**src/rtl/mul_16x16_pkg.sv**
```systemverilog
// ============================================================================
// Module  : mul_pkg
// Brief   : Shared widths and types for the 16x16 unsigned multiplier core.
// Revision: 1.0 - initial release
// ============================================================================
`default_nettype none

package mul_pkg;
  localparam int A_W    = 16;
  localparam int P_W    = 32;
  localparam int N_PP   = A_W;
  // Every 3:2 row removes one operand row, so 16 rows need 14 of them.
  localparam int N_CSA  = N_PP - 2;
  localparam int N_ROWS = N_PP + 2 * N_CSA;

  typedef logic [A_W-1:0] opnd_t;
  typedef logic [P_W-1:0] prod_t;
endpackage

`default_nettype wire

```
**src/rtl/mul_16x16_if.sv**
```systemverilog
// ============================================================================
// Module  : mul_16x16_if
// Brief   : Operand/product bundle of the multiplier core.
// Revision: 1.0 - initial release
// ============================================================================
`default_nettype none

interface mul_16x16_if;
  import mul_pkg::*;

  logic  in_valid;
  opnd_t a;
  opnd_t b;
  logic  out_valid;
  prod_t c;

  modport master (output in_valid, a, b, input out_valid, c);
  modport slave  (input in_valid, a, b, output out_valid, c);
endinterface

`default_nettype wire

```
**src/rtl/mul_16x16_csa_3to2.sv**
```systemverilog
// ============================================================================
// Module  : csa_3to2
// Brief   : N-bit carry-save row: three operands in, sum and shifted carry out.
// Revision: 1.0 - initial release
// ============================================================================
`default_nettype none

module csa_3to2 #(
  parameter int N = 32
) (
  input  wire logic [N-1:0] i_x,
  input  wire logic [N-1:0] i_y,
  input  wire logic [N-1:0] i_z,
  output logic      [N-1:0] o_sum,
  output logic      [N-1:0] o_carry
);
  assign o_sum   = i_x ^ i_y ^ i_z;
  // Carry out of the MSB lies beyond the product width and is dropped.
  assign o_carry = {(i_x[N-2:0] & i_y[N-2:0]) |
                    (i_x[N-2:0] & i_z[N-2:0]) |
                    (i_y[N-2:0] & i_z[N-2:0]), 1'b0};
endmodule

`default_nettype wire

```
**src/rtl/mul_16x16.sv**
```systemverilog
// ============================================================================
// Module  : mul_16x16
// Brief   : Two-stage 16x16->32 unsigned multiplier (CSA tree, then final add).
// Revision: 1.0 - initial release
// ============================================================================
`default_nettype none

module mul_16x16
  import mul_pkg::*;
(
  input  wire logic    clk,
  input  wire logic    rst,
  mul_16x16_if.slave   bus
);
  prod_t w_row [N_ROWS];
  prod_t w_c;

  prod_t r_sum;
  prod_t r_carry;
  logic  r_vld1;
  prod_t r_c;
  logic  r_vld2;

  genvar gi;
  generate
    for (gi = 0; gi < N_PP; gi++) begin : g_pp
      assign w_row[gi] = bus.b[gi] ? (prod_t'(bus.a) << gi) : '0;
    end

    // Rows are consumed three at a time in creation order and each CSA appends
    // its sum/carry at the tail, giving a balanced reduction down to two rows.
    for (gi = 0; gi < N_CSA; gi++) begin : g_csa
      csa_3to2 #(.N(P_W)) u_csa (
        .i_x     (w_row[3*gi]),
        .i_y     (w_row[3*gi+1]),
        .i_z     (w_row[3*gi+2]),
        .o_sum   (w_row[N_PP+2*gi]),
        .o_carry (w_row[N_PP+2*gi+1])
      );
    end
  endgenerate

  assign w_c = r_sum + r_carry;

  always_ff @(posedge clk or posedge rst) begin
    if (rst) begin
      r_sum   <= '0;
      r_carry <= '0;
      r_vld1  <= 1'b0;
      r_c     <= '0;
      r_vld2  <= 1'b0;
    end else begin
      r_sum   <= w_row[N_ROWS-2];
      r_carry <= w_row[N_ROWS-1];
      r_vld1  <= bus.in_valid;
      r_c     <= w_c;
      r_vld2  <= r_vld1;
    end
  end

  assign bus.c         = r_c;
  assign bus.out_valid = r_vld2;
endmodule

`default_nettype wire

```
**src/flat_wrapper.sv**
```systemverilog
// flat-port wrapper written by rule: the top's interface ports become plain ports
module mul_16x16_flat import mul_pkg::*;
  (clk, rst, bus_in_valid, bus_a, bus_b, bus_out_valid, bus_c);
  mul_16x16_if bus_i ();
  input  wire logic clk;
  input  wire logic rst;
  input wire logic [$bits(bus_i.in_valid)-1:0] bus_in_valid;
  input wire logic [$bits(bus_i.a)-1:0] bus_a;
  input wire logic [$bits(bus_i.b)-1:0] bus_b;
  output wire logic [$bits(bus_i.out_valid)-1:0] bus_out_valid;
  output wire logic [$bits(bus_i.c)-1:0] bus_c;
  assign bus_i.in_valid = bus_in_valid;
  assign bus_i.a = bus_a;
  assign bus_i.b = bus_b;
  assign bus_out_valid = bus_i.out_valid;
  assign bus_c = bus_i.c;
  mul_16x16 u_core (.clk(clk), .rst(rst), .bus(bus_i));
endmodule
```
**config.mk**
```make
export PLATFORM = sky130hd
export DESIGN_NAME = mul_16x16_flat
export DESIGN_NICKNAME = d
export VERILOG_FILES = /design/src/rtl/mul_16x16_pkg.sv /design/src/rtl/mul_16x16_if.sv /design/src/rtl/mul_16x16_csa_3to2.sv /design/src/rtl/mul_16x16.sv /design/src/flat_wrapper.sv
export SDC_FILE = /design/constraint.sdc
export NUM_CORES = 1
export LEC_CHECK = 0
export ABC_AREA = 1
export CAP_MARGIN = 0
export CORE_MARGIN = 2
export CORE_UTILIZATION = 47
export CTS_CLUSTER_DIAMETER = 40
export DETAILED_ROUTE_END_ITERATION = 8
export PLACE_DENSITY = 0.63
export RECOVER_POWER = 100
export SLEW_MARGIN = 20
export SYNTH_ARGS = -nofsm -noshare
export SYNTH_HDL_FRONTEND = slang
export SYNTH_SLANG_ARGS = --single-unit
```
**constraint.sdc**
```tcl
create_clock -name clk -period 8 [get_ports clk]
set_input_delay 2.4 -clock clk [delete_from_list [all_inputs] [get_ports clk]]
set_output_delay 2.4 -clock clk [all_outputs]
set_load 0.05 [all_outputs]
```
==> key figures, run 1 <==
Outcome
  – Status: finished, violations left
  – Failing checks: capacitance limit

Critical path
  – Worst Reg-to-Reg Cells: 12
  – CP top delay family: adder cells
  – Setup crit start: bus_a[7]
  – Critical path buffers and inverters: 4
  – Slowest CP cell: dlygate4sd3_1
  – Crit path top cell by count: fa_1
  – End point of the critical path: u_core.r_sum[13]$_DFF_PP0_
  – Setup crit end kind: flop
  – Critical Path Fanout Max: 16
  – Levels on crit path: 11
  – FF-to-FF End: u_core.bus.c[27]$_DFF_PP0_
  – R2R Path Start: u_core.r_sum[5]$_DFF_PP0_
  – Slowest stage delay, CP: 1.02 ns
  – Worst Path Required: 8.22 ns
  – Worst-path cell chain: dlygate4sd3_1, nand2_1, fa_1, inv_1, fa_1, inv_1, fa_1, fa_1, fa_1, inv_1, fa_1
  – Crit path arrival time: 6.75 ns
  – Setup crit start kind: primary input
  – Flop2flop setup slack: 5.95 ns
  – Worst Setup Path Type: in2reg

Logic synthesis
  – Avg Inst Size Synth: 7.921 sq um
  – Syn nets: 1810
  – Asr flop ratio synth: 100.0%
  – Yosys reg bits: 93
  – Post-Syn Area: 11770 sq um
  – Seq/Total Area, Yosys: 19.77%
  – EDFF count, synth: 0
  – Syn Inst Count: 1486
  – Ys flop type: dfrtp_1
  – Number of library cell types mapped by synthesis: 21
  – Synth warnings: 0

Route
  – ANT nets after route: 0
  – DRT Pass-1 Iters: 5
  – # DRC: 0
  – Post-Route WL: 25.30 mm
  – Routed vias/inst: 4.570
  – WL/cell: 13.77 um
  – Via count: 8395
  – Initial DRC count: 447

Timing
  – Hold slack: 0.3489 ns
  – Final worst path period share: 81.68%
  – RSZ-0062 raised after global routing: no
  – Hold Vio Cnt, Final: 0
  – Max_slew headroom: 0.4306%
  – Worst-Margin Slew: 1.494 ns
  – Slack of the critical path: 1.465 ns
  – Clk_skew: 0.007980 ns
  – Fmax: 153.0 MHz
  – Max-slew violation count: 0
  – Tmin final: 6.535 ns
  – Setup TNS: 0 ns
  – Setup-failing EPs final: 0

CTS
  – CTS resizes: 0
  – Inserted Clock Buffers: 9
  – Register clock-pin slew on the reported worst setup and hold paths: 0.07 ns
  – Hold_buf cts: 0
  – H-tree depth: 3
  – Skew-Pair Late Insertion Delay: 0.34 ns
  – CTS Root Cell: clkbuf_16
  – CTS tree: yes
  – Setup bufs post-CTS: 0
  – Max clock buf depth: 2
  – Clock Sinks: 93

Place
  – Detailed Place HPWL: 21.05 mm
  – Pre-CTS setup slack: 1.144 ns
  – Routability cong.: 0.8938
  – Buffers on Ports: 67

Global route
  – Grt ovf: 0
  – Vias in the first global route: 8877
  – First-pass GRT wire length: 43.43 mm
  – Antenna violations before repair: 0
  – Gr usage total: 20.91%
  – Largest net degree at the start of global routing: 81

Floorplanning
  – Rows: 57
  – DIE HEIGHT: 162.3 um
  – Core box area: 24460 sq um
  – Initial core utilization: 48.12%
  – Num ports: 68
  – Die ar.: 26330 sq um
  – Chip Width: 162.3 um

Pwr
  – Tot Pwr: 0.003681 W
  – Leakage: 8.098 nW
  – Maximum VDD drop: 0.1990 mV
  – Pwr/cell area: 283.8 nW/um^2

Layout
  – Layout area overhead: 10.16%
  – Most common cell after layout, fill and taps aside: inv_1
  – Most frequent cells in the layout: 499 x inv_1, 433 x nand2_1, 198 x fa_1
  – Fin nets: 1833
  – Ant diodes: 0
  – Layout cells sized above 1: 1.718%
  – Filler instances: 2329
  – Post-route core utilization: 53.01%

Min path
  – WHS Path Cells: 0
  – HP Class: reg2reg

Run
  – Max-cap violation count: 1
## flip-flops by register name, summed over array words and instances, names as in the netlist
register and flops:
u_core.bus.c 32, u_core.r_sum 32, u_core.r_carry 27, u_core.bus.out_valid 1
u_core.r_vld1 1
## synthesized netlist by cell type, types with 4 or more instances
library cell	n	area (sq um)
inv_1	500	1877
nand2_1	432	1622
fa_1	198	3964
dfrtp_1	93	2327
ha_1	91	1139
clkbuf_1	64	240.2
nand3_1	28	140.1
nor2_1	24	90.09
a21oi_1	13	65.06
nand4_1	9	56.30
xor2_1	9	78.83
nor2_2	5	31.28
nor3_1	5	25.02
xnor2_1	5	43.79
o21bai_1	4	30.03
## routing by layer
metal | vias up | track usage (%) | share of wire, %
met5 | - | 0 | 0
met4 | 0 | 6.114 | 2.2
met3 | 32 | 2.835 | 5.2
met2 | 211 | 33.66 | 45
met1 | 4034 | 29.81 | 48
li1 | 4118 | - | -
## metrics by stage
stage	cell area, sq um	instances
after global routing	12970	1837
final	12970	1837
after floorplan	11770	1486
after global placement	12670	1821
after detailed placement	12670	1821
after CTS	12960	1836
## worst min path at each step
stage | slack, ns | start | end
after floorplan | 0.33 | u_core.r_sum[0]$_DFF_PP0_ | u_core.bus.c[0]$_DFF_PP0_
final | 0.35 | u_core.r_sum[4]$_DFF_PP0_ | u_core.bus.c[4]$_DFF_PP0_
after detailed placement | 0.34 | u_core.r_sum[4]$_DFF_PP0_ | u_core.bus.c[4]$_DFF_PP0_
after CTS | 0.35 | u_core.r_sum[4]$_DFF_PP0_ | u_core.bus.c[4]$_DFF_PP0_
after global routing | 0.36 | u_core.r_sum[3]$_DFF_PP0_ | u_core.bus.c[3]$_DFF_PP0_
after global placement | 0.33 | u_core.r_sum[2]$_DFF_PP0_ | u_core.bus.c[2]$_DFF_PP0_
## report_power, final
group | switching [W] | internal, W | leakage (nW)
Clock | 0.000179 | 0.000242 | 0.139
Combinational | 0.00162 | 0.000886 | 6.82
Sequential | 0.0000536 | 0.000697 | 1.14
Total | 0.00186 | 0.00182 | 8.10
## layout make-up
| class | count | area, sq um | area share [%] |
|---|---|---|---|
| multi-input combinational | 829 | 7317 | 56.43 |
| sequential | 93 | 2327 | 17.95 |
| inverter | 500 | 1878 | 14.48 |
| timing repair buffer | 76 | 750.7 | 5.789 |
| tap | 324 | 405.4 | 3.126 |
| clock buffer | 10 | 229.0 | 1.766 |
| clock inverter | 5 | 60.06 | 0.4631 |
## cells by family (layout without fill, tap and decap cells)
group	Yosys count	in the layout	share of synthesized area (%)
adder cells (fa/ha/maj)	289	289	43.35
XOR/XNOR	14	14	1.042
flip-flops	93	93	19.77
buffers and inverters	564	591	17.98
AND/OR/NAND/NOR	509	509	17.05
AO/OA/AOI/OAI	17	17	0.8078
No activity file was read; power rests on OpenSTA's default activity.
==> run 2: changes to the inputs <==
clock period = 6.05 ns   (was 8 ns; I/O delays follow)
==> key figures, run 2 (synthesis gave the netlist of run 1 again) <==
Outcome
  – Status: finished, violations left
  – Failing checks: capacitance limit, slew limit

CTS
  – Hold_buf cts: 0
  – CTS Root Cell: clkbuf_16
  – Setup bufs post-CTS: 0
  – Clock Sinks: 93
  – CTS resizes: 0
  – Skew-Pair Late Insertion Delay: 0.34 ns
  – H-tree depth: 3
  – Register clock-pin slew on the reported worst setup and hold paths: 0.06 ns
  – Inserted Clock Buffers: 9
  – CTS tree: yes
  – Max clock buf depth: 2

Timing
  – Slack of the critical path: 0.3180 ns
  – Tmin final: 5.732 ns
  – Final worst path period share: 94.74%
  – Worst-Margin Slew: 2.322 ns
  – Fmax: 174.5 MHz
  – Max_slew headroom: -55.65%
  – RSZ-0062 raised after global routing: no
  – Hold Vio Cnt, Final: 0
  – Clk_skew: 0.005612 ns
  – Max-slew violation count: 96
  – Setup TNS: 0 ns
  – Setup-failing EPs final: 0

Floorplanning
  – Rows: 57
  – Chip Width: 162.3 um
  – Num ports: 68
  – DIE HEIGHT: 162.3 um
  – Core box area: 24460 sq um
  – Initial core utilization: 48.12%
  – Die ar.: 26330 sq um

Layout
  – Layout area overhead: 12.81%
  – Final std cells w/o fill: 1877
  – Multi-input gate area: 7315 sq um
  – Filler instances: 2372
  – Fin nets: 1872
  – Most frequent cells in the layout: 499 x inv_1, 433 x nand2_1, 198 x fa_1
  – Layout cells sized above 1: 3.928%
  – Ant diodes: 0
  – Most common cell after layout, fill and taps aside: inv_1
  – Sequential cell area: 2327 sq um

Route
  – Via count: 8492
  – Initial DRC count: 436
  – # DRC: 0
  – Post-Route WL: 25.09 mm
  – ANT nets after route: 0
  – DRT Pass-1 Iters: 5
  – Routed vias/inst: 4.524
  – WL/cell: 13.37 um

Pwr
  – Pwr/cell area: 368.8 nW/um^2
  – Maximum VDD drop: 0.2710 mV
  – Leakage: 8.283 nW

Place
  – Detailed Place HPWL: 22.18 mm
  – Routability cong.: 0.8738
  – # placed instances: 1861
  – Pre-CTS setup slack: 0.04124 ns
  – Buffers on Ports: 67

Min path
  – HP Class: reg2reg

Global route
  – Vias in the first global route: 8861
  – Grt ovf: 0
  – First-pass GRT wire length: 42.91 mm
  – Gr usage total: 20.67%
  – Largest net degree at the start of global routing: 58
  – Antenna violations before repair: 0

Critical path
  – Setup crit end kind: flop
  – Worst Setup Path Type: in2reg
  – Worst Path Required: 6.26 ns
  – Setup crit start kind: primary input
  – Critical Path Fanout Max: 14
  – Crit path arrival time: 5.95 ns

Run
  – Max-cap violation count: 2
-- run 2: cell count changes in the layout (fill, tap and decap cells not counted), sizes merged --
cell	previous run	this run
buf	7	43
clkbuf	12	16
clkinv	2	0
dlygate4sd3	43	40
clkdlybuf4s50	24	27
bufinv	1	2
clkinvlp	2	3
-- run 2: final cells by class --
cell class | count | area share [%]
multi-input cells | 829 | 55.08
repair buffers | 115 | 7.811
clock inverters | 5 | 0.6313
clock buffers | 11 | 1.753
inverters | 500 | 14.14
well taps | 324 | 3.053
flip-flops and latches | 93 | 17.53
-- run 2: worst max-delay path, stage by stage --
cell	delay [ns]
clkdlybuf4s50_1	0.58
clkbuf_1	0.60
nand2_1	0.15
fa_1	0.52
inv_1	0.05
ha_1	0.19
fa_1	0.48
inv_1	0.05
fa_1	0.48
fa_1	0.54
inv_1	0.05
fa_1	0.44
-- run 2: metal layers --
layer | vias to the layer above | global-route usage (%) | wire, um
met4 | 0 | 4.706 | 410
met3 | 33 | 3.064 | 1276
met1 | 4047 | 29.45 | 12060
li1 | 4198 | - | -
met5 | - | 0 | 0
met2 | 214 | 33.71 | 11340
-- run 2: final timing paths --
check | start | endpoint | slack, ns | depth (start not counted)
setup / recovery | bus_b[0] | u_core.r_sum[13]$_DFF_PP0_ | 0.32 | 12
min in group asynchronous | rst | u_core.r_sum[3]$_DFF_PP0_ | 2.55 | 2
hold / removal | u_core.r_vld1$_DFF_PP0_ | u_core.bus.out_valid$_DFF_PP0_ | 0.35 | 0
max in group asynchronous | rst | u_core.r_sum[17]$_DFF_PP0_ | 1.08 | 3
hold reg to reg | u_core.r_vld1$_DFF_PP0_ | u_core.bus.out_valid$_DFF_PP0_ | 0.35 | 0
setup reg to reg | u_core.r_carry[5]$_DFF_PP0_ | u_core.bus.c[29]$_DFF_PP0_ | 4.04 | 11
-- run 2: per-stage QoR --
stage / util (%) / power [W] / area (sq um) / hold slack [ns]
4_1_cts: 54.42 / 0.005028 / 13310 / 0.3518
3_5_place_dp: 53.12 / 0.004421 / 13000 / 0.3370
6_report: 54.28 / 0.004897 / 13280 / 0.3519
2_1_floorplan: - / 0.003468 / 11770 / 0.3312
5_1_grt: 54.28 / 0.005531 / 13280 / 0.3565
3_3_place_gp: 53.12 / 0.004334 / 13000 / 0.3332
-- run 2: where the power goes --
part / switching [W] / total (W) / internal, W
Combinational: 0.00213 / 0.00332 / 0.00119
Clock: 0.000225 / 0.000589 / 0.000363
Sequential: 0.0000638 / 0.000986 / 0.000922
